## src/rtl/ram_req_ctrl.sv

```systemverilog
// Request controller for a synchronous-read RAM: registered RAM drive, 2-cycle read pipeline,
// 4-entry in-order response FIFO with credit flow control. Optional macro RAM_REQ_CTRL_CLEAR_EN adds a RAM clear after reset.
module ram_req_ctrl #(
    parameter int unsigned DATA_W = 8,
    parameter int unsigned ADDR_W = 6
) (
    input  logic              clk,
    input  logic              rst,
    input  logic              req_valid,
    output logic              req_ready,
    input  logic              req_we,
    input  logic [ADDR_W-1:0] req_addr,
    input  logic [DATA_W-1:0] req_wdata,
    output logic              rsp_valid,
    input  logic              rsp_ready,
    output logic [DATA_W-1:0] rsp_data,
    output logic              ram_we,
    output logic [ADDR_W-1:0] ram_addr,
    output logic [DATA_W-1:0] ram_data,
    input  logic [DATA_W-1:0] ram_q,
    output logic              busy
);

    localparam int unsigned DEPTH = 4;
    localparam int unsigned PTR_W = 2;
    localparam int unsigned CNT_W = 3;

`ifdef RAM_REQ_CTRL_CLEAR_EN
    typedef enum logic {INIT, RUN} state_t;
    localparam state_t RST_STATE = INIT;
    localparam logic [ADDR_W-1:0] LAST_ADDR = '1;
    logic [ADDR_W-1:0] clr_addr;
`else
    typedef enum logic {RUN} state_t;
    localparam state_t RST_STATE = RUN;
`endif

    state_t            state, state_nx;
    logic [CNT_W-1:0]  cnt, cnt_nx;
    logic [1:0]        tag;
    logic              accept, rd_accept, push, pop;
    logic [DATA_W-1:0] fifo_mem [DEPTH];
    logic [PTR_W-1:0]  wr_ptr, rd_ptr;
    logic [CNT_W-1:0]  fill;

    assign accept    = req_valid & req_ready;
    assign rd_accept = accept & ~req_we;
    assign push      = tag[1];
    assign pop       = rsp_valid & rsp_ready;
    assign rsp_valid = (fill != CNT_W'(0));
    assign rsp_data  = fifo_mem[rd_ptr];

    // Next state and credit count: reads outstanding (in flight or buffered) minus pops.
    always_comb begin
        state_nx = state;
        cnt_nx   = cnt;
        if (rd_accept && !pop)
            cnt_nx = cnt + CNT_W'(1);
        else if (pop && !rd_accept)
            cnt_nx = cnt - CNT_W'(1);
`ifdef RAM_REQ_CTRL_CLEAR_EN
        if (state == INIT && clr_addr == LAST_ADDR)
            state_nx = RUN;
`endif
    end

    always_ff @(posedge clk or posedge rst) begin
        if (rst) begin
            state     <= RST_STATE;
            cnt       <= '0;
            tag       <= '0;
            req_ready <= 1'b0;
        end else begin
            state     <= state_nx;
            cnt       <= cnt_nx;
            tag       <= {tag[0], rd_accept};
            req_ready <= (state_nx == RUN) && (cnt_nx < CNT_W'(DEPTH));
        end
    end

    // RAM drive: clear sweep during INIT, otherwise the accepted request.
    always_ff @(posedge clk or posedge rst) begin
        if (rst) begin
            ram_we   <= 1'b0;
            ram_addr <= '0;
            ram_data <= '0;
        end
`ifdef RAM_REQ_CTRL_CLEAR_EN
        else if (state == INIT) begin
            ram_we   <= 1'b1;
            ram_addr <= clr_addr;
            ram_data <= '0;
        end
`endif
        else if (accept) begin
            ram_we   <= req_we;
            ram_addr <= req_addr;
            ram_data <= req_wdata;
        end else begin
            ram_we   <= 1'b0;
        end
    end

`ifdef RAM_REQ_CTRL_CLEAR_EN
    always_ff @(posedge clk or posedge rst) begin
        if (rst) begin
            clr_addr <= '0;
            busy     <= 1'b1;
        end else begin
            if (state == INIT)
                clr_addr <= clr_addr + ADDR_W'(1);
            busy <= (state_nx != RUN);
        end
    end
`else
    assign busy = 1'b0;
`endif

    // Response FIFO; credit gating guarantees it never overflows.
    always_ff @(posedge clk or posedge rst) begin
        if (rst) begin
            wr_ptr <= '0;
            rd_ptr <= '0;
            fill   <= '0;
            for (int i = 0; i < DEPTH; i++)
                fifo_mem[i] <= '0;
        end else begin
            if (push) begin
                fifo_mem[wr_ptr] <= ram_q;
                wr_ptr           <= wr_ptr + PTR_W'(1);
            end
            if (pop)
                rd_ptr <= rd_ptr + PTR_W'(1);
            case ({push, pop})
                2'b10:   fill <= fill + CNT_W'(1);
                2'b01:   fill <= fill - CNT_W'(1);
                default: fill <= fill;
            endcase
        end
    end

endmodule
```

## config.mk

```make
export PLATFORM = sky130hd
export DESIGN_NAME = ram_req_ctrl
export DESIGN_NICKNAME = d
export VERILOG_FILES = /design/src/rtl/ram_req_ctrl.sv
export SDC_FILE = /design/constraint.sdc
export NUM_CORES = 1
export LEC_CHECK = 0
export ABC_AREA = 1
export BUFFER_PORTS_ARGS = -buffer_cell sky130_fd_sc_hd__buf_2
export CAP_MARGIN = 20
export CORE_UTILIZATION = 50
export DETAILED_ROUTE_END_ITERATION = 10
export PLACE_DENSITY = 0.76
export SLEW_MARGIN = 0
export SYNTH_ARGS = -nofsm -noshare
export SYNTH_HDL_FRONTEND = slang
export SYNTH_SLANG_ARGS = --single-unit
```

## constraint.sdc

```tcl
create_clock -name clk -period 2 [get_ports clk]
set_clock_uncertainty 0.1 [all_clocks]
set_input_delay 0.3 -clock clk [delete_from_list [all_inputs] [get_ports clk]]
set_output_delay 0.3 -clock clk [all_outputs]
set_load 0.03 [all_outputs]
```

==> results.cfg <==
[outcome]
run_status = completed

[worst_hold_path]
hold_class = in2reg
hold-path-endpoint = ram_data[0]
hold_depth = 3
worstHoldStart = req_wdata[0]

[worst_setup_path]
r2r_setup_slack_ns = 0.17
cp_slowest_cell = dfrtp_1
reg2regPathDepth = 8
rr_endpoint = fill[1]
worst_ep_required_time_ns = 1.60
cp_max_fo = 10
r2r-start = fill[0]
cp-start-kind = register
endpoint_kind = output port
path_buf_inv = 2
critPathKind = reg2out
critPathTopFamily = flip-flops
cp_slowest_stage_delay_ns = 0.50
path_cells = inv_2 -> o211ai_1 -> nand2_1 -> buf_2
worstPathArrival_ns = 1.50

[power_and_ir_drop]
p_switching_w = 0.00255
p_total_w = 0.00595
vdd.ir_drop.worst_uv = 826
p_leak_nw = 1.89
power.density_mw_per_mm2 = 1770
p_int_w = 0.00339
clock_power_share = 0.181
p_sw_frac = 0.429
combPwrFrac = 0.454
pwr-share-seq = 0.365

[job]
maxCapViolCount = 0

[floorplan]
design.core.area_sq_mm = 0.00551
start_util = 0.521
num_io_pins = 53
die_h_um = 77.7
rows = 27
die_w_um = 77.7
dieArea_sq_mm = 0.00604

[clocking]
cts_root_buf = clkbuf_8
cts_buffer_depth = 2
clkLatencyLatePin_ns = 0.33
htree_num_levels = 3
path_clk_slew_ns = 0.06
clkSinkCount = 60
cts_tree = done
cts_buffers = 9

[grt]
track_usage = 0.202
grt_pass1_vias = 2106
grt_pass1_wl_um = 9310
grt_max_degree = 38
antenna_found_initial = 0
grt_overflow_total = 0

[sta]
fin_setup_tns_ns = 0
hold_viol = 0
period_share = 0.952
period_needed_ns = 1.90
final_max_slew_viol_count = 0
rsz0062_at_grt = no
setup_viol = 0
timing.fmax_mhz = 525
hold-worst-slack_ns = 0.0639
layout_setup_ws_ns = 0.0955

[routing]
wl_per_cell_um = 11.5
vias = 2149
ant_nets = 0
drt-pass1-iter-count = 4
first_iter_violations = 102
avgViaCountPerCell = 4.73
wl_um = 5230
drc_errors = 0

[yosys]
async_flop_share = 1.00
netlist_top_cells_count = nand2_1, dfrtp_1, inv_1
seq_area_frac_synth = 0.524
synth_top_cell_area_share = 0.524
synth_top_area_cell = dfrtp_1
synth_most_common_cell = nand2_1
netlist_area_sq_mm = 0.00287
synth_cell_types = 26
synth_seq_cells = 60
synth_ff_type = dfrtp_1
syn_nets = 358
syn_inst = 321
synth_edf_count = 0
synth.area.top_cells = dfrtp_1, nand2_1, inv_1
synth.avg_cell_area_sq_um = 8.93
yosys_warnings = 0

[placement]
io_buffers = 51
routabilityCongestion = 0.722
dpl.hpwl_um = 3630
dp_cells = 437
dp_slack_ns = 0.163

[finish]
antenna_cells = 0
num-fill-cells = 492
area_growth_pct = 17.5
final_cells = 454
drive_gt1_frac = 0.238
layout.nets = 414
[worst max-delay path by stage]
stage,from,to,slack (ns),depth (start not counted)
after floorplan,rst,cnt[0],0.12,1
after global placement,fill[0],fill[2],0.27,11
after detailed placement,fill[0],fill[1],0.16,8
after CTS,rd_ptr[1],rsp_data[6],0.1,4
after global routing,fill[0],fill[2],0.01,11
final,rd_ptr[1],rsp_data[6],0.1,4
[state kept, by name (all words and copies together) (netlist names)]
name       cells
fifo_mem      32
ram_data       8
ram_addr       6
cnt            3
fill           3
rd_ptr         2
tag            2
wr_ptr         2
ram_we         1
req_ready      1
[area by class of cell]
| class | instances | area (sq um) | share of cell area |
|---|---|---|---|
| Sequential cell | 60 | 1500 | 0.446 |
| Multi-Input combinational cell | 201 | 1070 | 0.318 |
| Timing Repair Buffer | 57 | 328 | 0.0973 |
| Inverter | 48 | 183 | 0.0542 |
| Clock buffer | 15 | 166 | 0.0494 |
| Tap cell | 72 | 90.1 | 0.0267 |
| Clock inverter | 1 | 30.0 | 0.00891 |
[layer usage]
layer  wire length, um  vias to the layer above  share of wire  track usage
li1                  -                     1106              -            -
met1              2420                      962           0.46        0.252
met2              2390                       67           0.46        0.328
met3               276                       14          0.053       0.0447
met4               140                        0          0.027        0.109
met5                 0                        -              0            0
[kinds of logic (layout without fill, tap and decap cells)]
| group | after synthesis | count (layout) | synth area share |
|---|---|---|---|
| buf+inv | 60 | 121 | 0.103 |
| other cells | 1 | 1 | 0.00131 |
| xor+xnor | 2 | 2 | 0.00611 |
| simple gates | 134 | 134 | 0.194 |
| flops | 60 | 60 | 0.524 |
| compound gates | 54 | 54 | 0.126 |
| fa+ha+maj | 10 | 10 | 0.0463 |
[tightest hold or removal path, stage by stage]
cell,delay (ns)
buf_2,0.07
nand2_1,0.04
nand2_1,0.04
[power groups by stage]
stage               combinational, W  clock [W]  sequential [W]
floorplan                    0.00184          0         0.00240
global placement             0.00263          0         0.00216
detailed placement           0.00272          0         0.00217
CTS                          0.00272    0.00111         0.00217
global route                 0.00303    0.00117         0.00225
finish                       0.00270    0.00108         0.00217
[through the flow]
stage	instance area, sq um	utilization
3_5_place_dp	3160	0.574
4_1_cts	3370	0.611
3_3_place_gp	3160	0.574
2_1_floorplan	2870	-
6_report	3370	0.612
5_1_grt	3370	0.612
[what timing repair did]
action	CTS	global route
buffers inserted	0	0
hold endpoints to repair	23	0
hold buffers	1	0
gates resized for setup	0	1
setup endpoints to repair	0	1
[cell usage in the layout, fill, tap and decap left out, types with 6 or more instances in the layout]
cell,n
o21ai_2,13
nand3_1,6
ha_1,9
nand2_1,118
o211ai_1,16
o21ai_1,19
buf_2,51
clkbuf_8,11
inv_1,44
dfrtp_1,60
Note: power is estimated with default switching activity, not from simulation.
